==> src/rtl/lsu_mem_port_pkg.sv <==
// Shared definitions for the load/store unit memory port.
//   - MemOp (func3) codes for byte/half/word, signed and unsigned loads
//   - FSM state encoding used by lsu_mem_port
//   - lsu_op_err(): alignment / legality check applied when a request is accepted
package lsu_mem_port_pkg;

  localparam logic [2:0] MOP_B  = 3'b000;
  localparam logic [2:0] MOP_H  = 3'b001;
  localparam logic [2:0] MOP_W  = 3'b010;
  localparam logic [2:0] MOP_BU = 3'b100;
  localparam logic [2:0] MOP_HU = 3'b101;

  typedef enum logic [1:0] {
    ST_IDLE = 2'd0,
    ST_REQ  = 2'd1,
    ST_WAIT = 2'd2,
    ST_DONE = 2'd3
  } lsu_state_e;

  // Unsigned variants exist only for loads, so a store with BU/HU is illegal.
  function automatic logic lsu_op_err(input logic [2:0] op,
                                      input logic [1:0] a,
                                      input logic       is_store);
    logic err;
    case (op)
      MOP_B:   err = 1'b0;
      MOP_H:   err = a[0];
      MOP_W:   err = (a != 2'b00);
      MOP_BU:  err = is_store;
      MOP_HU:  err = is_store | a[0];
      default: err = 1'b1;
    endcase
    return err;
  endfunction

endpackage

==> src/rtl/lsu_load_ext.sv <==
// Load data alignment and extension (purely combinational).
// Shifts the addressed byte/half down to bit 0 of the bus word and
// sign- or zero-extends it according to MemOp.
//   i_memop  in   3   MemOp of the load
//   i_shift  in   2   byte offset within the word (addr[1:0])
//   i_rdata  in   32  raw word from the data bus
//   o_data   out  32  extended load result
module lsu_load_ext
  import lsu_mem_port_pkg::*;
(
  input  logic [2:0]  i_memop,
  input  logic [1:0]  i_shift,
  input  logic [31:0] i_rdata,
  output logic [31:0] o_data
);

  logic [31:0] w_shifted;

  assign w_shifted = i_rdata >> {i_shift, 3'b000};

  always_comb begin
    o_data = w_shifted;
    case (i_memop)
      MOP_B:   o_data = {{24{w_shifted[7]}}, w_shifted[7:0]};
      MOP_H:   o_data = {{16{w_shifted[15]}}, w_shifted[15:0]};
      MOP_BU:  o_data = {24'd0, w_shifted[7:0]};
      MOP_HU:  o_data = {16'd0, w_shifted[15:0]};
      default: o_data = w_shifted;
    endcase
  end

endmodule

==> src/rtl/lsu_mem_port.sv <==
// Load/store unit between the execute stage and a single-beat data bus.
// Accepts one request at a time (valid/ready), drives byte strobes and
// lane-replicated store data, and returns extended load data with a
// one-cycle out_valid pulse. Illegal/misaligned requests and read
// timeouts complete with out_err and never touch the bus.
//   clk, rst                         clock, synchronous active-high reset
//   in_valid/in_ready                request handshake from execute stage
//   in_memwr, in_memrd, in_memop     control word (store wins if both set)
//   in_addr, in_wdata                byte address and store data
//   out_valid, out_rdata, out_err    completion pulse, load data, error flag
//   mem_valid/mem_ready              bus request handshake
//   mem_wen, mem_addr, mem_wdata,
//   mem_wmask                        bus request payload (word-aligned)
//   mem_rvalid, mem_rdata            bus read response
//
// state | meaning
// IDLE  | ready for a new request
// REQ   | bus request held until mem_ready
// WAIT  | load issued, waiting for mem_rvalid (optionally bounded)
// DONE  | one-cycle completion pulse
module lsu_mem_port
  import lsu_mem_port_pkg::*;
#(
  parameter int TIMEOUT = 0,
  parameter int AW      = 32
) (
  input  logic          clk,
  input  logic          rst,
  input  logic          in_valid,
  output logic          in_ready,
  input  logic          in_memwr,
  input  logic          in_memrd,
  input  logic [2:0]    in_memop,
  input  logic [AW-1:0] in_addr,
  input  logic [31:0]   in_wdata,
  output logic          out_valid,
  output logic [31:0]   out_rdata,
  output logic          out_err,
  output logic          mem_valid,
  input  logic          mem_ready,
  output logic          mem_wen,
  output logic [AW-1:0] mem_addr,
  output logic [31:0]   mem_wdata,
  output logic [3:0]    mem_wmask,
  input  logic          mem_rvalid,
  input  logic [31:0]   mem_rdata
);

  localparam logic [31:0] TO_LAST = (TIMEOUT > 0) ? 32'(TIMEOUT - 1) : 32'd0;

  lsu_state_e    r_state, w_next;
  logic          r_store;
  logic [2:0]    r_op;
  logic [AW-1:0] r_addr;
  logic [31:0]   r_wdata;
  logic          r_err;
  logic [31:0]   r_rdata;
  logic [31:0]   r_tcnt;

  logic          w_accept;
  logic          w_acc_err;
  logic          w_timeout;
  logic [31:0]   w_ext;
  logic [3:0]    w_wmask;
  logic [31:0]   w_wdata;

  assign w_acc_err = lsu_op_err(in_memop, in_addr[1:0], in_memwr);

  always_comb begin
    w_next    = r_state;
    w_accept  = 1'b0;
    w_timeout = 1'b0;
    case (r_state)
      ST_IDLE: begin
        if (in_valid && (in_memwr || in_memrd)) begin
          w_accept = 1'b1;
          w_next   = w_acc_err ? ST_DONE : ST_REQ;
        end
      end
      ST_REQ: begin
        if (mem_ready) w_next = r_store ? ST_DONE : ST_WAIT;
      end
      ST_WAIT: begin
        // A response arriving on the last allowed cycle still wins.
        if (mem_rvalid) begin
          w_next = ST_DONE;
        end else if ((TIMEOUT != 0) && (r_tcnt == TO_LAST)) begin
          w_timeout = 1'b1;
          w_next    = ST_DONE;
        end
      end
      ST_DONE: w_next = ST_IDLE;
      default: w_next = ST_IDLE;
    endcase
  end

  always_ff @(posedge clk) begin
    if (rst) begin
      r_state <= ST_IDLE;
      r_store <= 1'b0;
      r_op    <= 3'd0;
      r_addr  <= '0;
      r_wdata <= 32'd0;
      r_err   <= 1'b0;
      r_rdata <= 32'd0;
      r_tcnt  <= 32'd0;
    end else begin
      r_state <= w_next;
      if (w_accept) begin
        r_store <= in_memwr;
        r_op    <= in_memop;
        r_addr  <= in_addr;
        r_wdata <= in_wdata;
        r_err   <= w_acc_err;
        r_rdata <= 32'd0;
      end
      if ((r_state == ST_REQ) && mem_ready) r_tcnt <= 32'd0;
      if (r_state == ST_WAIT) begin
        r_tcnt <= r_tcnt + 32'd1;
        if (mem_rvalid) r_rdata <= w_ext;
      end
      if (w_timeout) r_err <= 1'b1;
    end
  end

  lsu_load_ext u_load_ext (
    .i_memop (r_op),
    .i_shift (r_addr[1:0]),
    .i_rdata (mem_rdata),
    .o_data  (w_ext)
  );

  always_comb begin
    w_wmask = 4'b1111;
    w_wdata = r_wdata;
    case (r_op[1:0])
      2'b00: begin
        w_wmask = 4'b0001 << r_addr[1:0];
        w_wdata = {4{r_wdata[7:0]}};
      end
      2'b01: begin
        w_wmask = 4'b0011 << r_addr[1:0];
        w_wdata = {2{r_wdata[15:0]}};
      end
      default: begin
        w_wmask = 4'b1111;
        w_wdata = r_wdata;
      end
    endcase
  end

  assign in_ready  = (r_state == ST_IDLE);
  assign out_valid = (r_state == ST_DONE);
  assign out_err   = (r_state == ST_DONE) && r_err;
  assign out_rdata = (r_state == ST_DONE) ? r_rdata : 32'd0;
  assign mem_valid = (r_state == ST_REQ);
  assign mem_wen   = (r_state == ST_REQ) && r_store;
  assign mem_wmask = ((r_state == ST_REQ) && r_store) ? w_wmask : 4'b0000;
  assign mem_addr  = {r_addr[AW-1:2], 2'b00};
  assign mem_wdata = w_wdata;

endmodule

==> config.mk <==
export PLATFORM = sky130hd
export DESIGN_NAME = lsu_mem_port
export DESIGN_NICKNAME = d
export VERILOG_FILES = /design/src/rtl/lsu_mem_port_pkg.sv /design/src/rtl/lsu_load_ext.sv /design/src/rtl/lsu_mem_port.sv
export SDC_FILE = /design/constraint.sdc
export NUM_CORES = 1
export LEC_CHECK = 0
export ABC_CLOCK_PERIOD_IN_PS = 3300
export BUFFER_PORTS_ARGS = -buffer_cell sky130_fd_sc_hd__buf_2
export CAP_MARGIN = 20
export CORE_ASPECT_RATIO = 0.9
export CORE_MARGIN = 1
export CORE_UTILIZATION = 53
export DETAILED_ROUTE_END_ITERATION = 6
export GPL_ROUTABILITY_DRIVEN = 0
export PLACE_DENSITY = 0.93
export SLEW_MARGIN = 10
export SYNTH_ARGS = -nofsm -noshare
export SYNTH_HDL_FRONTEND = slang
export SYNTH_SLANG_ARGS = --single-unit
==> constraint.sdc <==
create_clock -name clk -period 3.3 [get_ports clk]
set_input_delay 0.165 -clock clk [delete_from_list [all_inputs] [get_ports clk]]
set_output_delay 0.165 -clock clk [all_outputs]
set_load 0.05 [all_outputs]
After elaboration in Yosys (flattened, before gate mapping):

Index checks and enable logic that the tools add are counted.

* flip-flop bits (word level): 103
* bits in latches: 0
* bits in writable memories: 0
* ROM bits: 0
* input port bits: 106
* output and inout port bits: 105
* word-level logic and storage cells: 52
* memories: 0

* $add $sub $neg: 0
* multipliers: 0
* divide/modulo/power cells: 0
* $lt $le $gt $ge: 0
* equal/unequal tests: 14
* shift operators: 3
* mux-type cells: 17
* bitwise logic cells: 1
* reductions and logical operators: 10

Operator list (number)
* 32-bit two-way mux: 4
* 32-bit case mux with 4 select lines: 1
* 32-bit case mux with 2 select lines: 1
* 32-bit by 5-bit >> shifter with 32-bit output: 1
* 3-bit == test (second input constant): 4
* 2-bit two-way mux: 4
* 2-bit case mux with 4 select lines: 1
* 4-bit case mux with 2 select lines: 1
* 3-bit by 1-bit == test with 1-bit output (second input constant): 2
* 3-bit zero test: 2
* 1-bit case mux with 5 select lines: 1
* 2-bit by 1-bit == test with 1-bit output (second input constant): 2
* 2-bit == test (second input constant): 2
* 2-bit zero test: 2
* 4-bit two-way mux: 1
* 2-bit by 1-bit != test with 1-bit output (second input constant): 2
* 1-bit by 2-bit << shifter with 4-bit output (first input constant): 1
* 2-bit by 2-bit << shifter with 4-bit output (first input constant): 1
* 3-bit by 2-bit == test with 1-bit output (second input constant): 1
* 1-bit logical AND: 3
* 1-bit two-way mux: 3
* 3-bit AND reduction: 1
* 2-bit != test (second input constant): 1
* 2-bit nonzero test: 1
* other kinds (2): 2

Longest topological paths before layout:

* depth after elaboration: 7
* mapped depth: 8
* gate-level depth less buffers: 6

Cells and area by module:

Synthesis repeated with hierarchy kept, for this count alone.

* cells, all modules: 712
* area total of the unflattened synthesis: 5426.5 um2

Modules (own cells, without submodules)
* lsu_mem_port: instances 1, cells an instance 605, area each 4732.0 um2, sequential area each 2062.0 um2
* lsu_load_ext: instances 1, cells an instance 107, area each 694.4 um2, sequential area each 0.0 um2

Worst setup path before layout:

Ideal clock, no wire load.

* path type: register to output
* from: register r_op[0]
* to: output mem_wdata[25]
* arrival time: 2.069 ns
* data required time: 3.135 ns
* slack: 1.066 ns
* stages on the path, launching flop included: 5
* buffers on the path: 2
* cells stage by stage: dfxtp_1 -> buf_2 -> buf_1 -> mux2i_1 -> o21ai_0

* word-level cells in the longest chain between the ends: 2
* elaborated cells between the ends (all ways): 3
* classes of those cells: eq/ne: 1; mux: 1; reduce/logical: 1

RTL lines
* start: declaration: RTL line lsu_mem_port.sv:53 `logic [2:0] r_op;`
* start signal: assignment: RTL line lsu_mem_port.sv:111 `r_op <= in_memop;`
* 2-bit by 1-bit == test with 1-bit output / 2-bit zero test (equally long branches): RTL line lsu_mem_port.sv:136 `case (r_op[1:0])`
* 32-bit case mux with 2 select lines *: RTL line lsu_mem_port.sv:136
* end: declaration: RTL line lsu_mem_port.sv:43 `output logic [31:0] mem_wdata,`

Mark *: on every way between the ends. The rest lies on a longest branch, timed or not.

Worst setup path after layout:

* from: register r_op[0]
* to: output mem_wdata[9]

Same word-level chain as after synthesis.

==> metrics <==
status complete, no violations; startpoint class of the critical path flip-flop; CTS tree done; Sequential Power Share 38.1%; HPWL after DPL 9.85 mm; Sink Count 103; Crit. Startpoint r_op[0]; area grow syn2layout 18.3%; cts repair resizes 0; Int Pwr 2.31 mW; reg-to-reg critical path endpoint r_addr[16]; Post-CTS Hold Buffers 0; FF-to-FF Start r_state[1]; fin crit period 2490 ps; vias in the first global route 4462; Slew HR 35.2%; Die W 107 um; Crit Path Max Fanout 17; worst reg2reg setup slack 950 ps; Core Region 0.00966 mm^2; hold path depth 3; drc violations 0; Hold EP r_addr[28]; CP delay by family, top flip-flops; Worst-Skew Late Latency 350 ps; Slew Viols, Final 0; starting density of the core 54.6%; CP bufs+invs 1; row count 34; slowest stage delay, CP 860 ps; net switching power 1.85 mW; Port Buffers 208; PwrDens 667 mW/mm^2; Boundary Pins 211; unrepaired setup endpoints after global routing false; slowest stage cell, crit path dfxtp_1; Yosys Warn Count 0; setup TNS 0 ps; total global-route track usage 26.1%; Tcrit/Tclk final 75.4%; Peak supply drop 421 uV; Final Hold Fails 0; Hold Crit Class in -> reg; die height 96.6 um; Tightest Pin Transition 972 ps; sequential element share of the synthesized area 39.1%; initial antenna violation count 1; TritonRoute pass-1 iters 4; CP endpoint kind output port; remaining global-route overflow 0; Routed WL 14.0 mm; Crit Path Class reg -> out; Setup Buffers After CTS 0; cell area after synthesis 0.00527 mm^2; Nets 918; clk_skew 6.95 ps; critical path arrival 2320 ps; f_max 402 MHz; max-cap violations 0; Vias per Instance 5.31; share of layout cells above drive strength 1 33.8%; crit path cell chain or2_2, mux2_2, buf_2; worst path required time 3130 ps; Worst Hold Launch in_addr[28]; via count 4991; WL per Instance 14.9 um; H-tree depth 3; Sw Ratio 44.5%; first-pass GRT wire length 21.6 mm; Pleak 2.76 nW; CTS Root Cell clkbuf_8; Comb power frac 42.2%; ANT nets after route 0; Setup Viol. Count Final 0; largest net degree at the start of global routing 104; # fillers 848; CTS Buffer Depth 2; synthesized instance count 671; drt first-iter violations 293; Post-Syn Area per Cell 7.86 um^2; Die Footprint 0.0103 mm^2; CTS buffer count 9; Yosys reg bits 103; WHS 32.2 ps; clock-pin slew on the worst setup and hold paths 100 ps; R2R depth 7; post-synth cell types 37; Clock power frac 19.6%
==> power groups by stage <==
stage / clock, mW / sequential, mW / combinational (mW)
final: 0.817 / 1.59 / 1.76
after global placement: 0 / 1.60 / 1.71
after detailed placement: 0 / 1.61 / 1.74
after floorplan: 0 / 1.56 / 1.49
after global routing: 0.880 / 1.61 / 1.89
after CTS: 0.833 / 1.59 / 1.75
==> cells in the mapped netlist <==
library cell	count	share of area [%]
buf_2	15	1.4
nor3_2	1	0.19
a311oi_2	1	0.28
o21ai_0	9	0.85
a222oi_1	1	0.19
buf_6	2	0.43
clkinv_1	1	0.071
and2_1	34	4.0
nand2_1	182	13
o2bb2ai_1	7	1.2
a21oi_1	113	11
buf_4	42	6.0
or2_1	1	0.12
dfxtp_1	103	39
nor3_1	11	1.0
a21o_1	1	0.14
inv_1	7	0.50
nor4_1	1	0.12
mux2_2	24	5.1
conb_1	1	0.071
ha_1	4	0.95
nor2_1	7	0.50
mux4_2	1	0.43
a31oi_1	1	0.12
a31oi_2	1	0.24
or2_2	2	0.24
a211oi_1	7	1.0
buf_1	3	0.21
a221oi_1	2	0.33
or3_1	1	0.12
clkbuf_1	29	2.1
a211oi_2	10	2.4
o21ai_1	3	0.28
nand3_1	15	1.4
nor2b_1	3	0.36
nand2b_4	1	0.26
mux2i_1	24	4.6
==> routing by layer <==
layer	vias to the layer above	GRT usage, %	routed length, um
met4	0	11.2	422
met5	-	0	0
met2	220	42.9	6900
met1	2259	33.0	5770
li1	2476	-	-
met3	36	5.46	877
==> cells in the final DEF, fill, tap and decap left out, types with 7 or more instances in the layout <==
cell / n
a211oi_1: 7
a211oi_2: 10
a21oi_1: 113
and2_1: 34
buf_2: 207
buf_4: 8
clkbuf_8: 9
dfxtp_1: 103
inv_1: 7
mux2_2: 24
mux2i_1: 24
nand2_1: 182
nand3_1: 15
nor3_1: 11
o21ai_0: 9
o2bb2ai_1: 7
==> logic make-up (layout without fill, tap and decap cells) <==
logic type	after synthesis	in the layout	synth area share [%]
compound gates	156	156	17.7
flops	103	103	39.1
mux	49	49	10.1
other cells	1	3	0.0711
fa+ha+maj	4	4	0.949
simple gates	259	259	21.4
buf+inv	99	240	10.7
==> worst max-delay path by stage <==
stage / to / slack [ps] / cells past startpoint
after floorplan: mem_wdata[25] / 1070 / 4
after global placement: r_addr[24] / 1060 / 7
after detailed placement: r_addr[13] / 970 / 7
after CTS: mem_wdata[9] / 790 / 3
after global routing: r_addr[18] / 720 / 7
final: mem_wdata[9] / 810 / 3
==> flip-flops by register name (all words and copies together) (netlist names) <==
signal,count
r_addr,32
r_wdata,32
r_state,2
r_store,1
r_op,3
r_err,1
r_rdata,32
==> through the flow <==
step	area (um^2)	utilization, %	setup WS [ps]	cells	power (mW)
5_1_grt	6240	64.6	718	940	4.38
4_1_cts	6210	64.3	793	938	4.17
3_5_place_dp	6010	62.2	974	922	3.36
2_1_floorplan	5280	-	1070	672	3.05
6_report	6240	64.6	813	940	4.16
3_3_place_gp	6010	62.2	1060	922	3.31
==> final cells by class <==
type	count	area, um^2	area share (%)
clock buffers	9	124	1.99
diodes	1	2.50	0.0401
flip-flops and latches	103	2060	33.1
well taps	126	158	2.53
multi-input cells	470	2660	42.6
inverters	8	30.0	0.481
repair buffers	216	1120	18.0
clock inverters	7	78.8	1.26
==> worst register-to-register path: stages, from the launching register on <==
cell     delay (ps)
dfxtp_1         410
inv_1           100
ha_1            240
inv_1           160
or2_4           770
buf_4           390
nand2_1          70
a21oi_1         150
Power figures use the tool's default switching activity.
